## src/rtl/pump_scheduler.sv

```systemverilog
`default_nettype none
// +--------------------------------------------------------------------------+
// | pump_scheduler: three-channel scent pump sequencer (IDLE/SPRAY/WAIT).     |
// | Optional macro PUMP_SPRAY_COUNT_EN enables the completed-spray counter.  |
// | Revision: 1.0                                                            |
// +--------------------------------------------------------------------------+
module pump_scheduler #(
  parameter int SEC_DIV   = 1_000_000,
  parameter int SPRAY_SEC = 5
) (
  input  logic        clk,
  input  logic        reset,
  input  logic        pump_on,
  input  logic        pump_off,
  input  logic [1:0]  scent_sel,
  input  logic [1:0]  interval_sel,
  output logic [2:0]  pump_en,
  output logic        busy,
  output logic [1:0]  phase,
  output logic [12:0] remain_sec,
  output logic [15:0] spray_count
);

  localparam int DIV_W = (SEC_DIV > 1) ? $clog2(SEC_DIV) : 1;

  typedef enum logic [1:0] {
    IDLE  = 2'd0,
    SPRAY = 2'd1,
    WAIT  = 2'd2
  } state_t;

  state_t             state, state_nxt;
  logic [DIV_W-1:0]   div_cnt, div_nxt;
  logic [12:0]        remain_nxt;
  logic [1:0]         scent_q, scent_nxt;
  logic [1:0]         interval_q, interval_nxt;
  logic [2:0]         pump_en_nxt;
  logic               tick, last_sec, spray_done;

  function automatic logic [12:0] wait_len(input logic [1:0] sel);
    case (sel)
      2'd1:    wait_len = 13'd3600;
      2'd2:    wait_len = 13'd7200;
      default: wait_len = 13'd1800;
    endcase
  endfunction

  function automatic logic [2:0] onehot(input logic [1:0] s);
    case (s)
      2'd0:    onehot = 3'b001;
      2'd1:    onehot = 3'b010;
      2'd2:    onehot = 3'b100;
      default: onehot = 3'b000;
    endcase
  endfunction

  assign tick     = (div_cnt == DIV_W'(SEC_DIV - 1));
  assign last_sec = (remain_sec == 13'd1);

  always_comb begin
    state_nxt    = state;
    div_nxt      = tick ? '0 : div_cnt + 1'b1;
    remain_nxt   = remain_sec;
    scent_nxt    = scent_q;
    interval_nxt = interval_q;
    spray_done   = 1'b0;
    if (pump_off) begin
      state_nxt  = IDLE;
      div_nxt    = '0;
      remain_nxt = 13'd0;
    end else if (pump_on) begin
      state_nxt  = SPRAY;
      div_nxt    = '0;
      remain_nxt = 13'(SPRAY_SEC);
      scent_nxt  = scent_sel;
    end else begin
      case (state)
        IDLE: begin
          div_nxt    = '0;
          remain_nxt = 13'd0;
        end
        SPRAY: if (tick) begin
          if (last_sec) begin
            state_nxt    = WAIT;
            interval_nxt = interval_sel;
            remain_nxt   = wait_len(interval_sel);
            spray_done   = 1'b1;
          end else begin
            remain_nxt = remain_sec - 13'd1;
          end
        end
        WAIT: if (tick) begin
          if (last_sec) begin
            state_nxt  = SPRAY;
            scent_nxt  = scent_sel;
            remain_nxt = 13'(SPRAY_SEC);
          end else begin
            remain_nxt = remain_sec - 13'd1;
          end
        end
        default: begin
          state_nxt  = IDLE;
          div_nxt    = '0;
          remain_nxt = 13'd0;
        end
      endcase
    end
    // Drive is a function of the state being entered, so it is glitch-free and registered.
    pump_en_nxt = (state_nxt == SPRAY) ? onehot(scent_nxt) : 3'b000;
  end

  always_ff @(posedge clk) begin
    if (reset) begin
      state      <= IDLE;
      div_cnt    <= '0;
      remain_sec <= 13'd0;
      scent_q    <= 2'd0;
      interval_q <= 2'd0;
      pump_en    <= 3'b000;
      busy       <= 1'b0;
    end else begin
      state      <= state_nxt;
      div_cnt    <= div_nxt;
      remain_sec <= remain_nxt;
      scent_q    <= scent_nxt;
      interval_q <= interval_nxt;
      pump_en    <= pump_en_nxt;
      busy       <= (state_nxt != IDLE);
    end
  end

  assign phase = state;

`ifdef PUMP_SPRAY_COUNT_EN
  always_ff @(posedge clk) begin
    if (reset) begin
      spray_count <= 16'd0;
    end else if (spray_done && (spray_count != 16'hFFFF)) begin
      spray_count <= spray_count + 16'd1;
    end
  end
`else
  logic unused_spray_done;
  assign unused_spray_done = spray_done;
  assign spray_count       = 16'd0;
`endif

endmodule
`default_nettype wire

```

## config.mk

```make
export PLATFORM = sky130hd
export DESIGN_NAME = pump_scheduler
export DESIGN_NICKNAME = d
export VERILOG_FILES = /design/src/rtl/pump_scheduler.sv
export SDC_FILE = /design/constraint.sdc
export NUM_CORES = 1
export LEC_CHECK = 0
export BUFFER_PORTS_ARGS = -buffer_cell sky130_fd_sc_hd__buf_2
export CORE_UTILIZATION = 56
export CTS_CLUSTER_SIZE = 30
export DETAILED_ROUTE_END_ITERATION = 8
export HOLD_SLACK_MARGIN = 0.05
export PLACE_DENSITY = 0.8
export SLEW_MARGIN = 5
export SYNTH_ARGS = -nofsm -noshare
export SYNTH_HDL_FRONTEND = slang
export SYNTH_SLANG_ARGS = --single-unit
```

## constraint.sdc

```tcl
create_clock -name clk -period 3.65 [get_ports clk]
set_input_delay 0.365 -clock clk [delete_from_list [all_inputs] [get_ports clk]]
set_output_delay 0.365 -clock clk [all_outputs]
set_load 0.01 [all_outputs]
```

==> results of run 1 <==
[critical path, cell delays in order (launching register included)]
cell and delay, ps:
sky130_fd_sc_hd__dfxtp_1 430, sky130_fd_sc_hd__or4b_1 470, sky130_fd_sc_hd__or4_1 670, sky130_fd_sc_hd__or4_1 540
sky130_fd_sc_hd__a211oi_2 390, sky130_fd_sc_hd__a21bo_1 250
[final timing paths]
check | startpoint | depth (start not counted) | end
worst max-delay path | div_cnt[5]$_SDFF_PP0_ | 5 | busy$_SDFF_PP0_
worst min-delay path | reset | 2 | scent_q[1]$_SDFF_PP0_
worst max register to register | div_cnt[5]$_SDFF_PP0_ | 5 | busy$_SDFF_PP0_
worst min register to register | div_cnt[0]$_SDFF_PP0_ | 1 | div_cnt[0]$_SDFF_PP0_
[layer usage]
layer | wire [um] | vias to the layer above
li1 | - | 1045
met1 | 2270 | 945
met2 | 2060 | 61
met3 | 275 | 8
met4 | 88 | 0
met5 | 0 | -
[through the flow]
step	setup slack, ps	utilization, %	instances
global route	606	64.1	359
finish	797	64.1	359
detailed placement	813	61.7	351
floorplan	995	-	300
CTS	795	64.1	359
global placement	904	61.7	351
[report_power, final]
part / switching, W / internal, W
clock network: 0.000161 / 0.000153
logic: 0.0000519 / 0.0000327
registers: 0.00000502 / 0.000452
[registers in the layout (all words and copies together), names as in the netlist]
name,flops
div_cnt,20
remain_sec,13
pump_en,3
phase,2
scent_q,2
busy,1
[cells by family (layout without fill, tap and decap cells)]
family,after synthesis,after routing
XOR/XNOR,21,21
flip-flops,41,41
other,1,16
adder cells (fa/ha/maj),10,10
AND/OR/NAND/NOR,124,124
AO/OA/AOI/OAI,49,49
multiplexers,4,4
buffers and inverters,35,44
[cells in the mapped netlist (3+ instances only)]
| cell type | instances |
|---|---|
| sky130_fd_sc_hd__and2_1 | 4 |
| sky130_fd_sc_hd__a21oi_1 | 6 |
| sky130_fd_sc_hd__a21o_1 | 6 |
| sky130_fd_sc_hd__or4_1 | 6 |
| sky130_fd_sc_hd__mux2i_1 | 3 |
| sky130_fd_sc_hd__dfxtp_1 | 41 |
| sky130_fd_sc_hd__buf_4 | 16 |
| sky130_fd_sc_hd__xnor2_1 | 12 |
| sky130_fd_sc_hd__and3_1 | 5 |
| sky130_fd_sc_hd__ha_1 | 10 |
| sky130_fd_sc_hd__a211oi_1 | 7 |
| sky130_fd_sc_hd__nand2_1 | 21 |
| sky130_fd_sc_hd__nand2b_1 | 4 |
| sky130_fd_sc_hd__nor4_1 | 6 |
| sky130_fd_sc_hd__a221oi_1 | 3 |
| sky130_fd_sc_hd__nand4_1 | 4 |
| sky130_fd_sc_hd__nor2_1 | 29 |
| sky130_fd_sc_hd__inv_1 | 9 |
| sky130_fd_sc_hd__nor3b_1 | 3 |
| sky130_fd_sc_hd__nand3_1 | 12 |
| sky130_fd_sc_hd__xor2_1 | 9 |
| sky130_fd_sc_hd__clkbuf_1 | 7 |
| sky130_fd_sc_hd__nand3b_1 | 3 |
| sky130_fd_sc_hd__nor3_1 | 12 |
| sky130_fd_sc_hd__o21ai_0 | 6 |
[cell type report]
| type | instances | share of cell area (%) |
|---|---|---|
| Multi-Input combinational cell | 224 | 56.0 |
| Clock buffer | 6 | 3.15 |
| Clock inverter | 2 | 0.526 |
| Timing Repair Buffer | 27 | 5.26 |
| Inverter | 9 | 1.29 |
| Tap cell | 50 | 2.39 |
| Sequential cell | 41 | 31.3 |
==> flow_results.org, run 1 <==
** Yosys
- Simple-gate share of the synthesized area :: between 20% and 30%
- Number of enable flip-flop cells after synthesis :: 0
- Most area-hungry cell type in the Yosys netlist :: sky130_fd_sc_hd__dfxtp_1
- The most used flip-flop cell after synthesis is sky130_fd_sc_hd__dfxtp_1.
- By area, the combinational part of the netlist is dominated by simple AND/OR/NAND/NOR gates.
- Of all flip-flops after synthesis, the portion carrying an async set or reset was 0%.
- After synthesis, the mean cell area works out to around 8.6 sq um.
- In the synthesized netlist, mux cells make up approximately 1.7% of the area.
- Largest cells by area after synthesis :: sky130_fd_sc_hd__dfxtp_1 34%, sky130_fd_sc_hd__ha_1 5.1%, sky130_fd_sc_hd__buf_4 4.9%
- The netlist uses 58 different library cells.
- Summing the areas of all compound-gate instances in the mapped netlist gives between 10% and 20% of the synthesized area.
- After synthesis, flip-flops and latches occupy between 30% and 40% of the total area.
- In the synthesized netlist, the number of instances is roughly 290.
- Summing the areas of all xor and xnor instances in the mapped netlist gives under 10% of the synthesized area.
- Flip-flop and latch count after synthesis :: just over 40
- The mapped netlist covers around 2400 sq um.
- Share of synthesized cell area in full adder, half adder and majority cells :: under 10%
- Area share of the leading cell type in the synthesized netlist :: 33.7%
- The Yosys step of the flow raised 0 warnings.

** Layout
- Area occupied by registers :: roughly 820 sq um
- Compared with the post-synthesis result, the final layout area differs by 7.44%.
- The library cell used most frequently in the layout, excluding fill and tap cells, is sky130_fd_sc_hd__dfxtp_1.
- The finished cells cover approximately 2600 sq um.
- Area of combinational cells with multiple inputs :: 1470 sq um
- For this run, the post-layout net count is 326.
- Leading cell types in the layout, fill and taps excluded :: 41 x sky130_fd_sc_hd__dfxtp_1, 29 x sky130_fd_sc_hd__nor2_1, 26 x sky130_fd_sc_hd__buf_2
- Share of post-route cells with drive strength above 1 :: approximately 15%
- Number of inserted filler cells in the final layout :: around 370
- The number of antenna diodes in the final layout is 0.

** Routing
- Iteration-0 DRC Markers :: 108
- After detailed routing, the number of vias per cell comes to between 5 and 6.
- First-pass iteration count of the detailed router :: 4
- Summing over every cut layer, the via total after detailed routing is slightly above 2000.
- Total detailed-routing wirelength :: between 4 and 5 mm
- Average detailed-routed wire length per instance :: 13.1 um
- In the routed design, unresolved DRC markers number 0.
- Once detail routing completed, the nets flagged for antenna violations numbered 0.

** Clocking
- Total clock buffers created by CTS :: 5
- CTS max path bufs :: 2
- CTS placed an instance of sky130_fd_sc_hd__clkbuf_8 at the clock tree root.
- Clock input transition at the sequential cells of the worst setup and hold paths :: roughly 80 ps
- The clock tree synthesis step divided the H-tree into 2 levels.
- Clk sinks :: 41
- Cts hold-fix bufs :: 0
- The number of gates resized after CTS was 0.
- Clk Latency, worst-skew pair :: 300 ps
- Setup fix buffers added after clock tree synthesis :: 0
- Clock tree from TritonCTS :: built

** Power
- For this design the ratio of total power to cell area is 327 nW/um^2.
- Leak pwr :: between 1 and 1.5 nW
- Tot Pwr :: 0.000855 W
- Maximum ir drop on the vdd rail :: around 0.21 mV

** GRT
- The via count of the first global-routing pass is 1759.
- The global routing stage identified its most utilized layer as met2.
- For this run, global-route usage on met3 was measured as under 10%.
- The first global-routing pass estimated around 8 mm of wire.
- Maximum number of pins on one net before global-route repair :: 20
- Total global-route track usage :: approximately 23%
- Antenna violations before repair :: 0
- For this run, global-route usage on met2 was measured as roughly a third.
- GR Layer Usage met1 :: about 30%
- GRT overflow :: 0

** Worst hold path
- The worst hold path belongs to the class primary input to flip-flop.

** Setup path
- Required @ worst endpoint :: 3850 ps
- Setup slack on the worst reg-to-reg path comes out at 800 ps.
- Arrival time of the worst setup path :: slightly above 3000 ps
- Of all nets on the critical path, the largest fanout is 7.
- STA classifies the critical path endpoint as a flip-flop.
- Startpoint type of the worst setup path :: flip-flop
- The setup path with the least slack is of type flip-flop to flip-flop.

** Placement
- In this run the cell area measured after placement is about 2500 sq um.
- The count of buffers added on input and output ports is 26.
- Detailed placement finished with a half-perimeter wire length of roughly 3.4 mm.
- Routability-driven placement finished with a final weighted congestion of between 0.9 and 1.

** Timing
- Static timing analysis puts the maximum clock frequency at ~350 MHz.
- At the pin with the least slew margin, the transition time is 759 ps.
- The count of pins over their slew limit is 0.
- Final period utilization :: approximately four fifths
- Setup repair after global routing left no endpoint under its margin.
- Headroom to the max-slew limit came out at 48.9%.
- Number of failing hold endpoints at the final stage :: 0
- Setup-violating endpoint count in the final report :: 0
- The worst path needs about 2900 ps of the cycle, external delays included.
- Setup TNS Final :: 0 ps
- On the final layout, the worst clock skew is 5.37 ps.
- Hold_ws :: roughly 340 ps

** Run status
- Outcome :: finished, final reports clean

** Floorplanning
- The die covers around 4600 sq um.
- Site Rows :: 23
- I/O pin cnt :: between 40 and 50
- The die is between 60 and 70 um tall.
- Measured along the x axis, the die boundary spans approximately 68 um.
- The core region is 4090 sq um.
- The initial utilization of the core area, before any placement, comes to between 50 and 60%.

** Run
- Maximum capacitance violations :: 0
Note: power is estimated with default switching activity, not from simulation.
==> run 2: changes to the inputs <==
--- a/config.mk
+++ b/config.mk
@@ -6,11 +6,11 @@
 export NUM_CORES = 1
 export LEC_CHECK = 0
 export BUFFER_PORTS_ARGS = -buffer_cell sky130_fd_sc_hd__buf_2
-export CORE_UTILIZATION = 56
+export CORE_UTILIZATION = 50
 export CTS_CLUSTER_SIZE = 30
 export DETAILED_ROUTE_END_ITERATION = 8
 export HOLD_SLACK_MARGIN = 0.05
-export PLACE_DENSITY = 0.8
+export PLACE_DENSITY = 0.75
 export SLEW_MARGIN = 5
 export SYNTH_ARGS = -nofsm -noshare
 export SYNTH_HDL_FRONTEND = slang
==> constraint.sdc (replaced) <==
create_clock -name clk -period 2.32 [get_ports clk]
set_input_delay 0.232 -clock clk [delete_from_list [all_inputs] [get_ports clk]]
set_output_delay 0.232 -clock clk [all_outputs]
set_load 0.01 [all_outputs]
==> run 2 against run 1 <==
Net effect: the run now ends with negative setup slack left; first-iteration DRC count is 78% higher; sequential power grew 57%; die area rose by 12%; total power up 57%; sequential share of layout area decreased by 3.5 points; utilization is 0.86 points lower; global-route usage shrank 0.24 points; clock power increased by 47%; critical path type unchanged; flip-flop and latch count stayed put; final area increased by 13%.
==> flow_results.org, run 2 (synthesized netlist as in run 1, its figures left out) <==
** Run status
- Outcome :: complete, but fails checks (was finished, final reports clean)
- Violated checks :: negative setup slack

** GRT
- The met2 track demand over resource was 37.2% (was 34.8%).
- The aggregate global routing overflow was 0 (unchanged).
- The maximum number of pins on one net before global-route repair was 21 (was 20).
- The initial antenna violation count is 0 (unchanged).
- The global-route usage over all layers came to 22.6% (was 22.8%).
- GR Layer Usage met1 :: 29.7% (was 30.5%)
- Number of global-route vias before repair :: 2031 (was 1759)
- Met3 usage in global routing :: 3.09% (was 4.67%)
- The wire length of the first global-routing pass came to 9.25 mm (was 7.96 mm).
- Most utilized layer in the global route result :: met2 (unchanged)

** Setup path
- Endpoint type of the worst setup path :: flip-flop (unchanged)
- The startpoint-to-endpoint class of the critical path is flip-flop to flip-flop (unchanged).
- Slowest cell delay on critical path :: 570 ps (was 670 ps)
- The beginning of the worst register-to-register path is div_cnt[6]$_SDFF_PP0_ (was div_cnt[5]$_SDFF_PP0_).
- Worst setup startpoint :: div_cnt[6]$_SDFF_PP0_ (was div_cnt[5]$_SDFF_PP0_)
- Startpoint type of the worst setup path :: flip-flop (unchanged)
- The slowest cell on the critical path was sky130_fd_sc_hd__or4_4 (was sky130_fd_sc_hd__or4_1).
- The data required time of the worst path is 2510 ps (was 3850 ps).
- The top fanout value on the critical path was 4 (was 7).
- Ordered list of cells on the worst path :: or4_4 -> or4_4 -> or4_4 -> a211oi_4 -> a21bo_1 (was or4b_1 -> or4_1 -> or4_1 -> a211oi_2 -> a21bo_1)
- The sum of buffers and inverters on the critical path came to 0 (unchanged).
- The most frequent cell on the critical path is sky130_fd_sc_hd__or4_4 (was sky130_fd_sc_hd__or4_1).
- The arrival time at the worst endpoint came to 2720 ps (was 3050 ps).
- Family of cells with the greatest summed delay on the critical path :: simple AND/OR/NAND/NOR gates (unchanged)

** Clocking
- The clock-pin transition on the worst setup and hold timing paths is 80 ps (about the same).
- Cts hold-fix bufs :: 0 (unchanged)
- The clock sink count came to 41 (unchanged).
- Maximum level of the CTS H-tree :: 2 (unchanged)
- Clock Tree Root :: sky130_fd_sc_hd__clkbuf_8 (unchanged)
- The clock latency reported for the late side of the worst-skew pair is 290 ps (was 300 ps).
- The CTS tree is built (unchanged).
- The maximum buffer depth of the clock tree came to 2 (unchanged).
- Total clock buffers created by CTS :: 5 (unchanged)

** Timing
- The time the final worst path needs with I/O delays and setup came to 2530 ps (was 2850 ps).
- The final clock skew is 4.33 ps (was 5.37 ps).
- Setup repair after global routing missed its margin :: true (was false)
- Fmax :: 395 MHz (was 351 MHz)
- The minimum hold slack was 222 ps (was 341 ps).
- The final cycle utilization of the critical path came to 109% (was 78.2%).
- The number of setup violations in the final report came to 7 (was 0).
- The count of pins over their slew limit was 0 (unchanged).
- Number of failing hold endpoints at the final stage :: 0 (unchanged)
- The worst path setup slack after routing was -211 ps (was 797 ps).

** Power
- The power consumption came to 0.00134 W (was 0.000855 W).
- Leak pwr :: 1.27 nW (was 1.06 nW)
- Pwr dens :: 452 nW/um^2 (was 327 nW/um^2)
- The highest ir drop seen on vdd is 0.342 mV (was 0.211 mV).

** Layout
- The area growth from synthesis to layout is 21.7% (was 7.44%).
- Biggest registers after layout: div_cnt x20, remain_sec x13, pump_en x3 (unchanged).
- The commonest non-fill, non-tap cell in the layout is sky130_fd_sc_hd__buf_4 (was sky130_fd_sc_hd__dfxtp_1).
- The number of flip-flops under the largest register name was 20 (unchanged).
- Antenna diode count :: 0 (unchanged)
- The final layout net count is 367 (was 326).
- The share of layout cells above drive strength 1 came to 28.3% (was 14.9%).
- Leading cell types in the layout, fill and taps excluded: 42 x sky130_fd_sc_hd__buf_4, 38 x sky130_fd_sc_hd__dfxtp_1, 28 x sky130_fd_sc_hd__nor2_1 (was 41 x sky130_fd_sc_hd__dfxtp_1, 29 x sky130_fd_sc_hd__nor2_1, 26 x sky130_fd_sc_hd__buf_2).
- The register bank with the most flops was div_cnt (unchanged).

** Floorplanning
- Die area :: 5160 sq um (was 4620 sq um)
- Initial cell density of the core :: 51.9% (was 59.6%)
- Die span in x :: 71.8 um (was 68.0 um)
- The chip height is 71.8 um (was 68.0 um).
- I/O pin cnt :: 43 (unchanged)
- The floorplan core area was 4690 sq um (was 4090 sq um).
- The row count was 25 (was 23).

** Placement
- The total of buffers placed on input and output ports was 26 (unchanged).
- RePlAce Congestion :: 0.869 (was 0.907)
- Detail Placement HPWL :: 4.20 mm (was 3.42 mm)

** Worst hold path
- The worst hold path class is primary input to flip-flop (unchanged).
- The start point of the worst min-delay path is reset (unchanged).

** Routing
- First-pass iteration count of the detailed router :: 5 (was 4)
- Iteration-0 DRC Markers :: 192 (was 108)
- Remaining antenna violation count after routing :: 0 (unchanged)
- The number of remaining DRC errors was 0 (unchanged).
- The detailed-route via count was 2283 (was 2059).
- Average detailed-routed wire length per instance :: 13.9 um (was 13.1 um)
- Detailed-route vias per instance :: 5.65 (was 5.74)
- The wire length reported by the detailed router was 5.61 mm (was 4.69 mm).

** Run
- Maximum capacitance violations :: 0 (unchanged)
## run 2: changes by cell type in the layout (fill, tap and decap cells not counted), sizes merged
| cell | previous run | this run |
|---|---|---|
| buf | 27 | 68 |
| clkbuf | 6 | 5 |
| clkinvlp | 0 | 1 |
## run 2: worst reg2reg max path: cells and delay by family (launching register included)
kind / cells / cell delay (ps)
AND/OR/NAND/NOR: 3 / 1610
AO/OA/AOI/OAI: 2 / 490
flip-flops: 1 / 330
## run 2: worst paths after layout
kind / endpoint / slack, ps / cells past startpoint
worst max-delay path: busy$_SDFF_PP0_ / -210 / 5
worst min-delay path: scent_q[0]$_SDFF_PP0_ / 220 / 2
worst max register to register: busy$_SDFF_PP0_ / -210 / 5
worst min register to register: div_cnt[0]$_SDFF_PP0_ / 470 / 1
## run 2: metal layers
layer	up-vias	routed length, um
li1	1127	-
met5	-	0
met3	18	350
met2	90	2610
met1	1048	2500
met4	0	146
## run 2: final cells by class
class | instances | area (sq um)
clock buffer | 5 | 68.8
clock inverter | 3 | 17.5
fill | 441 | 1730
inverter | 9 | 33.8
multi-input combinational | 224 | 1510
sequential | 41 | 825
tap | 54 | 67.6
timing repair buffer | 68 | 445
## run 2: repair_timing
action,4_1_cts,5_1_grt
setup endpoints to repair,8,17
gates resized for setup,2,9
pin swaps,2,1
setup buffers,1,0
## run 2: power breakdown
group	total, W	internal, W	switching [W]
Combinational	0.000162	0.0000688	0.0000934
Sequential	0.000716	0.000711	0.00000514
Clock	0.000462	0.000208	0.000255
## run 2: stage by stage
stage          area [sq um]  std cells  util [%]  TNS, ps  setup WS (ps)
5_1_grt                2970        404      63.2    -1790           -267
4_1_cts                2940        404      62.7    -1220           -190
3_3_place_gp           2840        395      60.6    -1420           -232
2_1_floorplan          2520        300         -    -1860           -287
3_5_place_dp           2840        395      60.6    -1560           -257
6_report               2970        404      63.2    -1170           -211
